$ cat config.mk
export PLATFORM = sky130hd
export DESIGN_NAME = prog_clock_divider
export DESIGN_NICKNAME = d
export VERILOG_FILES = /design/src/rtl/prog_clock_divider.sv
export SDC_FILE = /design/constraint.sdc
export NUM_CORES = 1
export LEC_CHECK = 0
export ABC_CLOCK_PERIOD_IN_PS = 7600
export CORE_MARGIN = 3
export CORE_UTILIZATION = 60
export CTS_BUF_LIST = sky130_fd_sc_hd__clkbuf_4
export DETAILED_ROUTE_END_ITERATION = 12
export GPL_ROUTABILITY_DRIVEN = 0
export MAX_ROUTING_LAYER = met4
export PLACE_DENSITY = 0.82
export RECOVER_POWER = 25
export SYNTH_ARGS = -nofsm -noshare
export SYNTH_HDL_FRONTEND = slang
export SYNTH_SLANG_ARGS = --single-unit
export TNS_END_PERCENT = 5
$ cat constraint.sdc
create_clock -name clk_FPGA -period 7.6 [get_ports clk_FPGA]
set_input_delay 1.14 -clock clk_FPGA [delete_from_list [all_inputs] [get_ports clk_FPGA]]
set_output_delay 1.14 -clock clk_FPGA [all_outputs]
set_load 0.05 [all_outputs]
$ cat src/rtl/prog_clock_divider.sv
// rtl/prog_clock_divider.sv - runtime-programmable clock divider with duty cycle, tick and config handshake
module prog_clock_divider #(
  parameter int REFERENCE_CLOCK   = 50_000_000,
  parameter int DEFAULT_FREQUENCY = 100,
  parameter int DEFAULT_DIVISOR   = REFERENCE_CLOCK / DEFAULT_FREQUENCY,
  parameter int NBITS             = 26
) (
  input  logic             clk_FPGA,
  input  logic             reset,
  input  logic             enable,
  input  logic             restart,
  input  logic             cfg_valid,
  output logic             cfg_ready,
  input  logic [NBITS-1:0] cfg_divisor,
  input  logic [NBITS-1:0] cfg_high,
  output logic             cfg_pending,
  output logic             clock_signal,
  output logic             tick
);

  localparam logic [NBITS-1:0] DIV_RST  = NBITS'(DEFAULT_DIVISOR);
  localparam logic [NBITS-1:0] HIGH_RST = NBITS'(DEFAULT_DIVISOR / 2);
  localparam logic [NBITS-1:0] DIV_MIN  = NBITS'(2);
  localparam logic [NBITS-1:0] ONE      = NBITS'(1);

  logic [NBITS-1:0] cnt, cnt_n;
  logic [NBITS-1:0] div_active, div_n;
  logic [NBITS-1:0] high_active, high_n;
  logic [NBITS-1:0] div_shadow, div_shadow_n;
  logic [NBITS-1:0] high_shadow, high_shadow_n;
  logic [NBITS-1:0] cfg_div_clamped;
  logic             pending_n;
  logic             tick_n;
  logic             clock_n;
  logic             xfer;
  logic             wrap;

  assign cfg_ready = !cfg_pending;

  // Next-state: counting, config capture, apply at period boundary or restart, output rule on next values
  always_comb begin
    cnt_n         = cnt;
    div_n         = div_active;
    high_n        = high_active;
    div_shadow_n  = div_shadow;
    high_shadow_n = high_shadow;
    pending_n     = cfg_pending;
    tick_n        = 1'b0;
    clock_n       = 1'b0;

    xfer            = cfg_valid && !cfg_pending;
    cfg_div_clamped = (cfg_divisor < DIV_MIN) ? DIV_MIN : cfg_divisor;
    wrap            = (cnt == div_active - ONE);

    if (xfer) begin
      div_shadow_n  = cfg_div_clamped;
      high_shadow_n = cfg_high;
    end

    if (restart) begin
      // Restart starts a fresh period; whatever configuration is available takes effect now
      cnt_n = '0;
      if (cfg_pending) begin
        div_n  = div_shadow;
        high_n = high_shadow;
      end else if (xfer) begin
        div_n  = cfg_div_clamped;
        high_n = cfg_high;
      end
      pending_n = 1'b0;
    end else begin
      if (enable) begin
        if (wrap) begin
          cnt_n  = '0;
          tick_n = 1'b1;
          if (cfg_pending) begin
            div_n  = div_shadow;
            high_n = high_shadow;
          end
        end else begin
          cnt_n = cnt + ONE;
        end
      end
      // A transfer coinciding with a wrap only becomes pending; it applies at the following wrap
      pending_n = xfer || (cfg_pending && !(enable && wrap));
    end

    // Low phase first; high >= divisor saturates to constant high, high = 0 gives constant low
    if (high_n >= div_n) begin
      clock_n = 1'b1;
    end else begin
      clock_n = (cnt_n >= div_n - high_n);
    end
  end

  // State registers with asynchronous active-low reset
  always_ff @(posedge clk_FPGA or negedge reset) begin
    if (!reset) begin
      cnt          <= '0;
      div_active   <= DIV_RST;
      high_active  <= HIGH_RST;
      div_shadow   <= '0;
      high_shadow  <= '0;
      cfg_pending  <= 1'b0;
      clock_signal <= 1'b0;
      tick         <= 1'b0;
    end else begin
      cnt          <= cnt_n;
      div_active   <= div_n;
      high_active  <= high_n;
      div_shadow   <= div_shadow_n;
      high_shadow  <= high_shadow_n;
      cfg_pending  <= pending_n;
      clock_signal <= clock_n;
      tick         <= tick_n;
    end
  end

endmodule

Word level (Yosys, flattened, before mapping)
Cells that the tools add are included.
Cells by class
  add/subtract/negate cells: 3
  order comparisons: 3
  equality and inequality tests: 1
  mux-type cells: 21
  reductions and logical operators: 6
Operators by type and width (number)
  two-way mux 26 bit: 16
  >= comparator 26 bit: 2
  adder 26 x 1 -> 26 bit (second input constant): 1
  == test 26 bit: 1
  less-than comparator 26 x 2 -> 1 bit (second input constant): 1
  subtractor 26 x 1 -> 26 bit (second input constant): 1
  subtractor 26 bit: 1
  two-way mux 1 bit: 5
  logical AND 1 bit: 3
  logical NOT 1 bit: 2
  logical OR 1 bit: 1
Storage, ports and cells
  register bits after elaboration: 133
  input bits: 57
  output and inout bits: 4
  word-level logic and storage cells: 42

Depth between registers and ports, before layout
Gate-level depths: netlist (run 1).
  word-level depth: 8
  depth in mapped cells: 31
  gate-level depth less buffers: 29

Worst setup path after synthesis (run 1)
Ideal clock, no wire load.
  path kind: input-to-reg
  start point: input port enable
  end point: register clock_signal
  setup time: 0.134 ns
  arrival time: 6.177 ns
  data required time: 7.466 ns
  path slack: 1.289 ns
  stages on the path: 27
  path buffers: 3
  cell sequence: clkbuf_1 nand3_1 a2111oi_2 o2111ai_1 a2111oi_2 and4_1 a21o_1 buf_6 buf_4 a21oi_1 o22a_1 ha_1 nor2b_1 o21a_1 o21ai_0 a21oi_1 a211oi_1 o41ai_1 a41oi_1 nor3_1 nor4bb_1 ha_1 o21a_1 o21ai_0 a31oi_1 o31ai_1 nand3_1
Between the ends
  longest elaborated chain between the ends: 5
  elaborated cells between the ends (all ways): 10
  those cells by class: add/sub: 1; order compare: 2; mux: 7
Ends and longest elaborated chain
  start, declared: RTL line 10  | input logic enable,
  two-way mux 26 bit *: RTL line 72  | if (enable) begin
  two-way mux 26 bit *: RTL line 60  | if (restart) begin
  net div_n[2]: RTL line 27  | logic [NBITS-1:0] div_active, div_n;
  subtractor 26 bit: RTL line 92  | clock_n = (cnt_n >= div_n - high_n);
  >= comparator 26 bit: RTL line 92
  two-way mux 1 bit *: RTL line 89  | if (high_n >= div_n) begin
  net clock_n: RTL line 34  | logic clock_n;
  end signal, assigned: RTL line 114  | clock_signal <= clock_n;
  end, declared: RTL line 17  | output logic clock_signal,
Mark *: on every way through the listed nets, which the timed path passes. The rest lies on a longest branch.
A chain may end at the register's enable or synchronous reset.

Worst setup path in the final report (run 1)
  start point: register div_active[0]
  end point: register clock_signal
Between the ends
  longest elaborated chain between the ends: 8
  elaborated cells between the ends (all ways): 18
  those cells by class: add/sub: 2; order compare: 2; eq/ne: 1; mux: 13
Ends and longest elaborated chain
  start, declared: RTL line 27
  start signal, assigned: RTL line 109  | div_active <= div_n;
  subtractor 26 x 1 -> 26 bit *: RTL line 53  | wrap = (cnt == div_active - ONE);
  == test 26 bit *: RTL line 53
  two-way mux 26 bit *: RTL line 73  | if (wrap) begin
  two-way mux 26 bit *: RTL line 72
  two-way mux 26 bit *: RTL line 60
  net high_n[0]: RTL line 28  | logic [NBITS-1:0] high_active, high_n;
  subtractor 26 bit: RTL line 92
  >= comparator 26 bit: RTL line 92
  two-way mux 1 bit *: RTL line 89
  net clock_n: RTL line 34
Marked as above.

==> results of run 1 <==
## routing by layer
| metal | vias to the layer above | track usage, % | share of wire, % | wire length (um) |
|---|---|---|---|---|
| met4 | 0 | 10.5 | 2.5 | 621 |
| li1 | 4090 | - | - | - |
| met2 | 357 | 44.6 | 46 | 11500 |
| met1 | 4077 | 42.1 | 44 | 11100 |
| met3 | 52 | 4.65 | 7.9 | 2000 |
| met5 | - | - | 0 | 0 |
## registers in the layout, summed over array words and instances, names as in the netlist
signal	flops
cfg_pending	1
cnt	26
high_active	26
div_active	26
tick	1
clock_signal	1
div_shadow	26
high_shadow	26
## area by class of cell
class                      count  area, um^2
sequential                   133        3350
multi-input combinational    841        5720
tap                          211         264
clock buffer                  17         128
fill                        1265        4850
inverter                      86         323
clock inverter                15         186
timing repair buffer          79         723
## power by group through the flow
stage	registers [mW]	clock network, mW	logic (mW)
after floorplan	0.890	0	0.748
after global placement	0.924	0	0.955
after detailed placement	0.929	0	0.977
after CTS	0.916	0.538	0.985
after global routing	0.931	0.572	1.11
final	0.920	0.530	0.999
## cells in the mapped netlist (20+ instances only)
master	count
ha_1	54
inv_1	80
o21ai_0	84
mux2_2	34
dfrtp_1	119
clkbuf_1	46
nand2_1	60
o221ai_2	20
nand3_1	49
a21oi_1	92
nor3_1	43
xnor2_1	32
xor2_1	37
nor2_1	126
## per-stage QoR
step | total power, mW | setup slack (ns) | hold WS, ns | cells | area [um^2]
after global routing | 2.61 | -0.0364 | 0.567 | 1382 | 10700
after global placement | 1.88 | 0.486 | 0.516 | 1350 | 10400
final | 2.45 | 0.491 | 0.549 | 1382 | 10700
after CTS | 2.44 | 0.501 | 0.520 | 1382 | 10700
after floorplan | 1.64 | 1.29 | 0.499 | 1129 | 9710
after detailed placement | 1.91 | 0.331 | 0.525 | 1350 | 10400
## path summary, 6_finish.rpt
path | from | to | slack (ns) | depth (start not counted)
hold / removal | high_shadow[25] | high_shadow[25] | 0.55 | 1
min in group asynchronous | reset | high_shadow[22] | 1.73 | 1
hold reg to reg | high_shadow[25] | high_shadow[25] | 0.55 | 1
setup / recovery | div_active[0] | clock_signal | 0.49 | 29
setup reg to reg | div_active[0] | clock_signal | 0.49 | 29
max in group asynchronous | reset | div_shadow[9] | 1.10 | 2
## what timing repair did
item,in CTS,in global routing
resized for setup,0,1
hold buffers,0,0
setup endpoints to repair,0,1
## kinds of logic (layout without fill, tap and decap cells)
group           Yosys count  in the layout  synth area share, %
xor+xnor                 69             69                 6.23
simple gates            392            392                 20.4
mux                      44             44                 4.98
buf+inv                 155            197                 6.87
fa+ha+maj                55             55                 7.17
compound gates          281            281                 19.9
flops                   133            133                 34.5
==> impl_metrics.toml, run 1 <==
[final_layout]
finish.net_count = 1270
final_common_cell = "nor2_1"
diodes = 0
syn_to_final_growth_pct = 10.1
drive_above_1_share_pct = 12.9
layout_common_cells = "126 x nor2_1, 119 x dfrtp_1, 92 x a21oi_1"
final_util_pct = 68.8

[global_routing]
grt_max_degree = 73
overflow = 0
antenna_found_initial = 0
grtUsageTotal_pct = 30.0
grt_pass1_wl_mm = 41.7
grt_pass1_vias = 8243

[timing]
finalSetupTns_ns = 0
worst_slew_pin_slew_ns = 3.69
fin_skew_ns = 0.00833
fmax_mhz = 141
finalHoldViolCount = 0
maxSlewViolCount = 136
maxSlewHeadroom_pct = -146
setup_viol = 0
fin_crit_sh_pct = 93.5
min_period_ns = 7.11

[power_and_ir_drop]
seq_power_share_pct = 37.6
comb_power_share_pct = 40.8
peakVddDrop_mv = 0.150
switching_share_pct = 38.7
p_int_mw = 1.50
p_leak_nw = 4.64
powerDensity_nw_per_um2 = 229
pwr-share-clk_pct = 21.6
p_switching_mw = 0.948

[cts]
clk-insertion-delay-late_ns = 0.56
post-cts-setup-buffer-count = 0
cts.path.max_buffers = 2
clkSlewWorstSetupHoldPaths_ns = 0.12
h-tree-depth = 4
cts-buffers-inserted = 17
cts_tree = "done"
clockRootBuffer = "clkbuf_4"
clock_sinks = 133

[run]
drv_cap = 2

[worst_setup_path]
cp_num_buf_inv = 2
path_delay_family = "compound AO/OA/AOI/OAI gates"
critPathMaxStageDelay_ns = 0.51
critPathRequiredTime_ns = 8.05
crit_type = "flip-flop to flip-flop"
cp_max_fo = 19
critPathSlowestCell = "dfrtp_1"
worstPathArrival_ns = 7.56
endpoint_kind = "flip-flop"
cp_common_cell = "ha_1"
worstSetupStartpointType = "flip-flop"

[yosys]
yosys_warnings = 0
syn_inst = 1129
yosys.area.top_type = "dfrtp_1"
syn_area_per_cell_um2 = 8.60
async_flop_share_pct = 100
ys_types = 74
syn-num-nets = 1241
synth_ff_type = "dfrtp_1"
synth-seq-cells = 133
synth_seq_area_share_pct = 34.5
synth-edff-count = 0
synth_area_leaders = "dfrtp_1 31%, ha_1 7.0%, nor2_1 4.9%"
synth_area_um2 = 9710
yosysTopAreaCellShare_pct = 30.7

[floorplan]
num_rows = 45
dieArea_um2 = 17700
core-area_um2 = 15500
die_height_um = 133
die_width_um = 133
top_level_ports = 61
initial_utilization_pct = 62.5

[route]
drt_iter0_drc = 766
ant_nets = 0
dr.pass1.iters = 5
routedWlPerCell_um = 18.2
routed_wl_mm = 25.2
drc_errors = 0
vias = 8576
viasPerCell = 6.21

[placed_design]
port_buffers = 60
post-dp-hpwl_mm = 18.8

[worst_hold_path]
hold_class = "flip-flop to flip-flop"

[outcome]
run_status = "finished with violations"
violations = "capacitance limit, slew limit"
Power figures use the tool's default switching activity.
==> run 2: changes to the inputs <==
- REMOVE_ABC_BUFFERS: not set -> 1
==> run 2 against run 1 <==
Against the previous run:
- the run still ends with capacitance limit, slew limit left
- first-iteration DRC count is 14% lower
- combinational power hardly changed
- wire length is 1.5% higher
- global-route usage hardly changed
- clock skew is 0.0095 ns higher
- largest cell class unchanged
- final area is 0.59% lower
- sequential cell count stayed put
- largest power group unchanged
- total power is 2.1% lower
- cell count is 0.29% lower
==> impl_metrics.toml, run 2 (same netlist as run 1, synthesis figures left out) <==
[timing]
rsz0062_at_grt = "false"
maxSlewHeadroom_pct = -140
fmax_mhz = 142
worst_slew_pin_slew_ns = 3.61
fin_crit_sh_pct = 92.9
finalSetupTns_ns = 0
setup_viol = 0
min_period_ns = 7.06
fin_skew_ns = 0.0179
maxSlewViolCount = 136
setup_slack_ns = 0.536
finalHoldViolCount = 0

[worst_setup_path]
cp_num_buf_inv = 1
crit_type = "flip-flop to flip-flop"
path_delay_family = "compound AO/OA/AOI/OAI gates"
worstSetupStartpointType = "flip-flop"
critPathMaxStageDelay_ns = 0.54
critPathRequiredTime_ns = 8.09
r2r_start = "div_active[3]"
crit_start = "div_active[3]"
cp_max_fo = 13
critPathSlowestCell = "o41ai_1"
worstPathArrival_ns = 7.55
endpoint_kind = "flip-flop"

[worst_hold_path]
hold_start = "div_shadow[23]"
hold_class = "flip-flop to flip-flop"

[placed_design]
post-dp-hpwl_mm = 18.3
port_buffers = 60
dp_slack_ns = 0.203

[final_layout]
syn_to_final_growth_pct = 9.45
regArea_um2 = 3350
drive_above_1_share_pct = 13.0
final_common_cell = "nor2_1"
multi_input_area_um2 = 5730
layout_common_cells = "126 x nor2_1, 119 x dfrtp_1, 92 x a21oi_1"
finish.net_count = 1265
n_fill_cell = 1295

[route]
viasPerCell = 6.19
vias = 8534
drt_iter0_drc = 658
routed_wl_mm = 25.6
routedWlPerCell_um = 18.6
drc_errors = 0
ant_nets = 0
dr.pass1.iters = 5

[floorplan]
core-area_um2 = 15500
top_level_ports = 61
initial_utilization_pct = 62.5
num_rows = 45
die_width_um = 133
die_height_um = 133
dieArea_um2 = 17700

[run]
drv_cap = 2

[cts]
post-cts-setup-buffer-count = 0
cts_tree = "done"
holdBufCountCts = 0
cts.path.max_buffers = 2
clkSlewWorstSetupHoldPaths_ns = 0.13
clockRootBuffer = "clkbuf_4"
cts-resized-gates = 0
cts-buffers-inserted = 17
clk-insertion-delay-late_ns = 0.61
h-tree-depth = 4
clock_sinks = 133

[global_routing]
grt_pass1_wl_mm = 41.4
overflow = 0
grtUsageTotal_pct = 30.0
grt_max_degree = 73
antenna_found_initial = 1
grt_pass1_vias = 8082

[outcome]
run_status = "finished with violations"
violations = "capacitance limit, slew limit"

[power_and_ir_drop]
p_leak_nw = 4.60
powerDensity_nw_per_um2 = 226
peakVddDrop_mv = 0.123
-- run 2: changes by cell type in the layout (fill, tap and decap cells not counted), sizes merged --
cell    delta
buf        -5
bufinv     -3
clkinv     -2
diode      +1
inv        +5
-- run 2: area by class of cell --
cell class              count  share of cell area [%]
multi-input cells         841                    53.9
flip-flops and latches    133                    31.5
repair buffers             74                    6.47
inverters                  86                    3.04
well taps                 211                    2.48
clock inverters            15                    1.38
clock buffers              17                    1.20
diodes                      1                  0.0236
-- run 2: path summary, 6_finish.rpt --
kind	cells past startpoint	slack (ns)	endpoint
setup reg to reg	26	0.54	clock_signal
max in group asynchronous	2	2.70	cnt[17]
hold reg to reg	1	0.55	div_shadow[23]
min in group asynchronous	1	1.74	div_shadow[5]
setup / recovery	26	0.54	clock_signal
hold / removal	1	0.55	div_shadow[23]
-- run 2: metal layers --
metal / global-route usage (%) / wire length [um] / up-vias
met2: 48.0 / 12100 / 342
met1: 38.0 / 11000 / 4053
met4: 12.2 / 839 / 0
met5: - / 0 / -
li1: - / - / 4077
met3: 5.14 / 1610 / 62
-- run 2: power breakdown --
group | switching, mW | leakage [nW] | internal [mW]
Clock | 0.310 | 0.138 | 0.169
Sequential | 0.104 | 1.63 | 0.810
Combinational | 0.574 | 2.83 | 0.432
Total | 0.988 | 4.60 | 1.41
-- run 2: per-stage QoR --
stage | power (mW) | area, um^2 | utilization, % | hold WS, ns | instances
after floorplan | 1.62 | 9360 | - | 0.499 | 1060
after global placement | 1.88 | 10300 | 66.5 | 0.515 | 1345
after detailed placement | 1.91 | 10300 | 66.5 | 0.523 | 1345
after CTS | 2.39 | 10600 | 68.3 | 0.521 | 1377
after global routing | 2.55 | 10600 | 68.4 | 0.569 | 1378
final | 2.40 | 10600 | 68.4 | 0.552 | 1378
==> run 3: changes to the inputs <==
- ABC_CLOCK_PERIOD_IN_PS: 7600 -> 8350
- CTS_CLUSTER_SIZE: not set -> 10
- clock period: 7.6 -> 8.35 ns (I/O delays scaled with it)
==> run 3 against run 2 <==
Against the previous run:
- the run still ends with capacitance limit, slew limit left
- die area is the same
- non-clock buffer count shrank 5
- core utilization grew 0.26 points
- register-to-register slack gained 0.40 ns
- critical path type unchanged
- critical path depth is the same
- fmax shrank 4.7%
- sequential share of layout area shrank 0.12 points
- sequential cell count is the same
==> impl_metrics.toml, run 3 (same netlist as run 1, synthesis figures left out) <==
[route]
drt_iter0_drc = 880
ant_nets = 0
routedWlPerCell_um = 19.0
viasPerCell = 6.31
drc_errors = 0
vias = 8662
routed_wl_mm = 26.1
dr.pass1.iters = 7

[final_layout]
regArea_um2 = 3350
fin_area_um2 = 10700
n_fill_cell = 1280
finish.net_count = 1260
layout_common_cells = "126 x nor2_1, 119 x dfrtp_1, 92 x a21oi_1"
syn_to_final_growth_pct = 9.86
final_common_cell = "nor2_1"
multi_input_area_um2 = 5710
drive_above_1_share_pct = 12.3

[worst_setup_path]
endpoint_kind = "flip-flop"
path_delay_family = "simple AND/OR/NAND/NOR gates"
critPathSlowestCell = "nor3_1"
critPathRequiredTime_ns = 8.80
cp_max_fo = 34
crit_start = "div_active[3]"
cp.depth = 26
rr_worst_depth = 26
critPathMaxStageDelay_ns = 0.65
cp_num_buf_inv = 1
crit_type = "flip-flop to flip-flop"
worstPathArrival_ns = 7.86
reg2reg_to = "clock_signal"
endpoint = "clock_signal"
r2r_start = "div_active[3]"
worst-r2r-setup-slack_ns = 0.94
worstSetupStartpointType = "flip-flop"

[cts]
cts.path.max_buffers = 2
cts-buffers-inserted = 17
post-cts-setup-buffer-count = 0
cts_tree = "done"
clockRootBuffer = "clkbuf_4"
clk-insertion-delay-late_ns = 0.56
clock_sinks = 133
holdBufCountCts = 0
cts-resized-gates = 0
clkSlewWorstSetupHoldPaths_ns = 0.13
h-tree-depth = 4

[global_routing]
grtUsageTotal_pct = 30.6
antenna_found_initial = 1
grt_pass1_wl_mm = 42.3
overflow = 0
grt_max_degree = 79
grt_pass1_vias = 8348

[timing]
setup_viol = 0
finalHoldViolCount = 0
rsz0062_at_grt = "false"
min_period_ns = 7.41
maxSlewHeadroom_pct = -178
finalSetupTns_ns = 0
worst_slew_pin_slew_ns = 4.17
fin_skew_ns = 0.0184
fmax_mhz = 135
maxSlewViolCount = 79
fin_crit_sh_pct = 88.8

[power_and_ir_drop]
pwr-share-clk_pct = 23.4
peakVddDrop_mv = 0.132
p_leak_nw = 4.62
switching_share_pct = 38.9
comb_power_share_pct = 40.1
p_switching_mw = 0.891
p_int_mw = 1.40
finalPower_mw = 2.29
seq_power_share_pct = 36.5
powerDensity_nw_per_um2 = 215

[floorplan]
die_width_um = 133
dieArea_um2 = 17700
die_height_um = 133
initial_utilization_pct = 62.5
num_rows = 45
top_level_ports = 61
core-area_um2 = 15500

[run]
drv_cap = 1

[worst_hold_path]
whs_path_depth = 1
hold_class = "flip-flop to flip-flop"

[outcome]
violations = "capacitance limit, slew limit"
run_status = "finished with violations"

[placed_design]
dpl-instance-area_um2 = 10300
port_buffers = 60
post-dp-hpwl_mm = 18.4
run 3: power groups by stage:
stage	clock network, mW	logic [mW]	registers (mW)
2_1_floorplan	0	0.645	0.825
3_3_place_gp	0	0.872	0.842
3_5_place_dp	0	0.895	0.845
4_1_cts	0.544	0.904	0.833
5_1_grt	0.570	1.01	0.848
6_report	0.536	0.919	0.836
run 3: routing by layer:
| layer | track usage (%) | part of all wire, % |
|---|---|---|
| met5 | - | 0 |
| met4 | 13.1 | 3.7 |
| met3 | 4.12 | 6.7 |
| met2 | 50.1 | 48 |
| met1 | 38.2 | 41 |
run 3: layout make-up:
class / count / area share (%)
flip-flops and latches: 133 / 31.4
clock inverters: 15 / 2.14
well taps: 211 / 2.48
multi-input cells: 841 / 53.5
repair buffers: 69 / 6.23
diodes: 1 / 0.0235
inverters: 86 / 3.03
clock buffers: 17 / 1.20
run 3: worst min path at each step:
stage                     from               to  slack, ns
6_report       high_shadow[25]  high_shadow[25]       0.55
5_1_grt         div_shadow[23]   div_shadow[23]       0.57
4_1_cts         div_shadow[23]   div_shadow[23]       0.55
3_5_place_dp    div_shadow[23]   div_shadow[23]       0.52
3_3_place_gp    div_shadow[20]   div_shadow[20]       0.52
2_1_floorplan  high_shadow[25]  high_shadow[25]       0.50
run 3: metrics by stage:
| step | setup slack (ns) | cells | hold slack, ns | util, % |
|---|---|---|---|---|
| after floorplan | 0.575 | 1060 | 0.499 | - |
| after global placement | 1.01 | 1340 | 0.517 | 66.4 |
| after detailed placement | 0.767 | 1340 | 0.521 | 66.4 |
| after CTS | 1.22 | 1372 | 0.550 | 68.7 |
| after global routing | 0.475 | 1373 | 0.569 | 68.6 |
| final | 0.936 | 1373 | 0.551 | 68.6 |
